`config.mk`:
```
export PLATFORM = sky130hd
export DESIGN_NAME = wb_sequencer
export DESIGN_NICKNAME = d
export VERILOG_FILES = /design/src/rtl/y86_pkg.sv /design/src/rtl/wb_dst_decode.sv /design/src/rtl/wb_sequencer.sv
export SDC_FILE = /design/constraint.sdc
export NUM_CORES = 1
export LEC_CHECK = 0
export ABC_AREA = 1
export CAP_MARGIN = 20
export CORE_ASPECT_RATIO = 1.5
export CORE_MARGIN = 4
export CORE_UTILIZATION = 49
export CTS_CLUSTER_SIZE = 14
export DETAILED_ROUTE_END_ITERATION = 10
export PLACE_DENSITY = 0.82
export SLEW_MARGIN = 20
export SYNTH_ARGS = -nofsm -noshare
export SYNTH_HDL_FRONTEND = slang
export SYNTH_HIERARCHICAL = 1
export SYNTH_SLANG_ARGS = --single-unit
```
`constraint.sdc`:
```
create_clock -name clk -period 7.2 [get_ports clk]
set_clock_uncertainty 0.2 [all_clocks]
set_input_delay 1.44 -clock clk [delete_from_list [all_inputs] [get_ports clk]]
set_output_delay 1.44 -clock clk [all_outputs]
set_load 0.03 [all_outputs]
```
`src/rtl/y86_pkg.sv`:
```
// y86_pkg: instruction codes, register specifiers and write-back sequencer states.
package y86_pkg;
    localparam logic [3:0] I_HALT   = 4'h0;
    localparam logic [3:0] I_NOP    = 4'h1;
    localparam logic [3:0] I_CMOVXX = 4'h2;
    localparam logic [3:0] I_IRMOVQ = 4'h3;
    localparam logic [3:0] I_RMMOVQ = 4'h4;
    localparam logic [3:0] I_MRMOVQ = 4'h5;
    localparam logic [3:0] I_OPQ    = 4'h6;
    localparam logic [3:0] I_JXX    = 4'h7;
    localparam logic [3:0] I_CALL   = 4'h8;
    localparam logic [3:0] I_RET    = 4'h9;
    localparam logic [3:0] I_PUSHQ  = 4'hA;
    localparam logic [3:0] I_POPQ   = 4'hB;
    localparam logic [3:0] RSP      = 4'h4;
    localparam logic [3:0] RNONE    = 4'hF;

    typedef enum logic [1:0] {IDLE, WR_E, WR_M, DONE} state_t;

    function automatic logic is_invalid(input logic [3:0] icode);
        return icode > I_POPQ;
    endfunction
endpackage

```
`src/rtl/wb_dst_decode.sv`:
```
// wb_dst_decode: combinational destination-register decode for write-back.
module wb_dst_decode
    import y86_pkg::*;
(
    input  logic [3:0] icode,
    input  logic       cnd,
    input  logic [3:0] rA,
    input  logic [3:0] rB,
    output logic [3:0] dstE,
    output logic [3:0] dstM
);
    always_comb begin
        dstE = RNONE;
        dstM = RNONE;
        case (icode)
            I_CMOVXX:                 dstE = cnd ? rB : RNONE;
            I_IRMOVQ, I_OPQ:          dstE = rB;
            I_MRMOVQ:                 dstM = rA;
            I_CALL, I_RET, I_PUSHQ:   dstE = RSP;
            I_POPQ: begin
                dstE = RSP;
                dstM = rA;
            end
            default: ;
        endcase
    end
endmodule

```
`src/rtl/wb_sequencer.sv`:
```
// wb_sequencer: retires one write-back request as up to two register-file writes (E then M).
module wb_sequencer
    import y86_pkg::*;
(
    input  logic        clk,
    input  logic        rst,
    input  logic        wb_valid,
    output logic        wb_ready,
    input  logic [3:0]  icode,
    input  logic        cnd,
    input  logic [3:0]  rA,
    input  logic [3:0]  rB,
    input  logic [63:0] valE,
    input  logic [63:0] valM,
    output logic        rf_we,
    output logic [3:0]  rf_waddr,
    output logic [63:0] rf_wdata,
    output logic        wb_done,
    output logic        wb_err
);
    state_t      state;
    logic [3:0]  dst_e, dst_m;
    logic [3:0]  icode_q, dst_m_q;
    logic [63:0] val_m_q;

    wb_dst_decode u_dec (
        .icode(icode),
        .cnd(cnd),
        .rA(rA),
        .rB(rB),
        .dstE(dst_e),
        .dstM(dst_m)
    );

    // Outputs are loaded on the edge that enters each state, so they are valid for the whole state.
    always_ff @(posedge clk or posedge rst) begin
        if (rst) begin
            state    <= IDLE;
            wb_ready <= 1'b1;
            rf_we    <= 1'b0;
            rf_waddr <= '0;
            rf_wdata <= '0;
            wb_done  <= 1'b0;
            wb_err   <= 1'b0;
            icode_q  <= '0;
            dst_m_q  <= RNONE;
            val_m_q  <= '0;
        end else begin
            rf_we   <= 1'b0;
            wb_done <= 1'b0;
            wb_err  <= 1'b0;
            case (state)
                IDLE: if (wb_valid) begin
                    icode_q  <= icode;
                    dst_m_q  <= dst_m;
                    val_m_q  <= valM;
                    wb_ready <= 1'b0;
                    if (dst_e != RNONE) begin
                        state    <= WR_E;
                        rf_we    <= 1'b1;
                        rf_waddr <= dst_e;
                        rf_wdata <= valE;
                    end else if (dst_m != RNONE) begin
                        state    <= WR_M;
                        rf_we    <= 1'b1;
                        rf_waddr <= dst_m;
                        rf_wdata <= valM;
                    end else begin
                        state   <= DONE;
                        wb_done <= 1'b1;
                        wb_err  <= is_invalid(icode);
                    end
                end
                WR_E: if (dst_m_q != RNONE) begin
                    state    <= WR_M;
                    rf_we    <= 1'b1;
                    rf_waddr <= dst_m_q;
                    rf_wdata <= val_m_q;
                end else begin
                    state   <= DONE;
                    wb_done <= 1'b1;
                    wb_err  <= is_invalid(icode_q);
                end
                WR_M: begin
                    state   <= DONE;
                    wb_done <= 1'b1;
                    wb_err  <= is_invalid(icode_q);
                end
                DONE: begin
                    state    <= IDLE;
                    wb_ready <= 1'b1;
                end
                default: state <= IDLE;
            endcase
        end
    end
endmodule

```
==> impl_metrics.csv <==
group,metric,value,unit
final_layout,fillCellCount,1292,
clock_tree,cts_tree,"done",
sta,tightest_slew,0.916,ns
run,maxCapViolations,0,
routing,dr.pass1.iters,6,
yosys,yosysWarnings,6,
global_route,overflow,0,
clock_tree,postCtsHoldBufs,0,
routing,routed_wirelength,21.9,mm
yosys,synthFlopType,"dfrtp_1",
setup_path,critPathLaunchType,"primary input",
yosys,async_flop_share,1.00,
run_status,status,"finished, final reports clean",
global_route,grt_pass1_vias,7406,
setup_path,critPathCapture,"rf_wdata[0]",
sta,tns,0,ns
routing,avgViaCountPerCell,4.95,
yosys,synth_top_area_frac,0.454,
setup_path,regToRegEndpoint,"rf_wdata[0]",
placed_design,gp_congestion,0.874,
final_layout,multiInputGateArea,3190,µm²
power,combPwrFrac,0.495,
clock_tree,clkTransAtPathRegs,0.06,ns
yosys,synthCells,1122,
placed_design,hpwl,14.6,mm
power,p_sw,2.07,mW
yosys,yosys.area.top_type,"dfrtp_1",
yosys,ys_types,27,
power,vdd.ir_drop.worst,395,µV
clock_tree,ctsHtreeMaxLevel,4,
power,pwr-share-clk,0.191,
sta,min_period_over_period,0.675,
final_layout,drive_gt1_frac,0.0493,
setup_path,startpoint,"icode[2]",
power,p_int,2.58,mW
yosys,syn_avg_cell_area,6.83,µm²
sta,relSlewSlack,0.389,
global_route,grt_usage,0.251,
final_layout,area_growth,36.5,%
power,p_per_area,444,nW/µm²
floorplan,die_width,110,µm
routing,routedWlPerCell,14.4,µm
power,seq_power_share,0.314,
setup_path,crit_required,7.35,ns
power,p_sw_frac,0.445,
floorplan,ioPinCount,216,
final_layout,fin_nets,1454,
clock_tree,post_cts_buffers,0,
sta,hold_violations,0,
floorplan,dieArea,17800,µm²
yosys,synthTopCellsByCount,"582 x nand2_1, 152 x inv_1, 139 x dfrtp_1",
clock_tree,cts_sinks,144,
clock_tree,clock_latency,0.42,ns
routing,drt-initial-drc-count,421,
global_route,antenna_found_initial,3,
hold_path,hold_class,"reg -> reg",
setup_path,crit_type,"in -> reg",
sta,period_needed,4.86,ns
yosys,synth.cell_area,7670,µm²
sta,finalSetupViolations,0,
final_layout,finalCoreUtilization,0.688,
clock_tree,cts-root-buf,"clkbuf_16",
floorplan,initial_core_util,0.504,
sta,fmax,0.206,GHz
setup_path,worstPathArrival,5.01,ns
sta,rsz0062_at_grt,"false",
routing,vias,7526,
clock_tree,ctsResizeCount,0,
setup_path,crit_path_max_fanout,66,
setup_path,r2r-start,"state[1]",
yosys,synth_edf_count,0,
yosys,synth_most_common_cell,"nand2_1",
setup_path,endpoint_kind,"flip-flop",
global_route,grt_pass1_wl,35.3,mm
setup_path,rrSetupSlack,4.05,ns
yosys,ys_ff_latch,144,
setup_path,reg2reg_depth,9,
global_route,grt_max_degree,74,
placed_design,io_buffers,215,
floorplan,coreArea,15200,µm²
power,power.leakage,5.69,nW
floorplan,dieHeight,161,µm
yosys,syn_nets,1270,
yosys,synth.area.top_cells,"dfrtp_1 45%, nand2_1 28%, inv_1 7.4%",
final_layout,ff_latch_area,3610,µm²
routing,drc,0,
floorplan,row_count,55,
routing,ant_nets,0,
yosys,ys_seq_area_frac,0.471,
sta,maxSlewViolCount,0,
clock_tree,clockBufferDepth,2,
clock_tree,numCtsBuffers,17,
## flip-flops by register name (all words and copies together) (netlist names)
name	cells
rf_wdata	64
val_m_q	64
dst_m_q	4
rf_waddr	4
icode_q	2
state	2
rf_we	1
wb_done	1
wb_err	1
wb_ready	1
## kinds of logic after synthesis
group | Yosys count | share of synthesized area
simple gates | 675 | 0.348
buf+inv | 215 | 0.115
flops | 144 | 0.471
compound gates | 84 | 0.0599
fa+ha+maj | 4 | 0.00653
## cell usage in the layout, fill, tap and decap left out, drive strengths merged
cell / count
a21oi: 3
a22o: 1
buf: 7
bufinv: 2
clkbuf: 19
clkdlybuf4s50: 215
clkinv: 3
clkinvlp: 4
dfrtp: 139
dfstp: 5
diode: 3
ha: 4
inv: 162
nand2: 583
nand3: 74
nor2: 18
o211ai: 1
o21ai: 76
o221ai: 1
o22ai: 1
o31ai: 1
## how the worst min path moves through the flow
stage / start / to / slack [ns] / cells past startpoint
final: rf_wdata[14] / rf_wdata[14] / 0.28 / 2
after global routing: rf_wdata[2] / rf_wdata[2] / 0.29 / 2
after CTS: rf_wdata[59] / rf_wdata[59] / 0.28 / 2
after detailed placement: rf_wdata[59] / rf_wdata[59] / 0.26 / 2
after global placement: rf_waddr[1] / rf_waddr[1] / 0.25 / 2
after floorplan: icode_q[2] / icode_q[2] / 0.25 / 2
## worst max-delay path, stage by stage
cell	delay (ns)
clkdlybuf4s50_1	0.63
inv_2	0.10
nand2_1	0.08
nor2_1	0.04
nor2_1	0.10
nand2_1	0.11
nand2_1	0.13
nand2_1	0.14
nor2_4	0.12
buf_4	0.63
nand3_1	0.24
nand3_2	0.47
buf_4	0.52
nand2_1	0.12
nand2_1	0.10
## metrics by stage
stage	cells	power (mW)	worst slack (ns)	hold slack, ns	area (µm²)
floorplan	1122	2.96	1.70	0.249	7670
global placement	1486	3.70	2.11	0.255	9860
detailed placement	1486	3.78	1.96	0.264	9860
CTS	1518	4.68	2.39	0.280	10500
global route	1520	4.98	2.07	0.291	10500
finish	1521	4.65	2.34	0.277	10500
## per-layer routing
layer  up-vias  wire [µm]  track usage
li1       3719          -            -
met1      3477       8240        0.287
met2       273      11600        0.443
met4         2        895        0.124
met5         -         13            0
met3        55       1190       0.0420
## power by group through the flow
stage | combinational, mW | clock (mW) | sequential (mW)
finish | 2.30 | 0.887 | 1.46
global route | 2.54 | 0.936 | 1.50
CTS | 2.32 | 0.899 | 1.46
detailed placement | 2.31 | 0 | 1.46
global placement | 2.25 | 0 | 1.45
floorplan | 1.15 | 0 | 1.81
## area by class of cell
class	count	area share
multi-input combinational	763	0.305
clock inverter	13	0.0147
inverter	158	0.0574
tap	199	0.0238
sequential	144	0.345
clock buffer	19	0.0423
antenna	3	0.000718
timing repair buffer	222	0.211
Power figures use the tool's default switching activity.
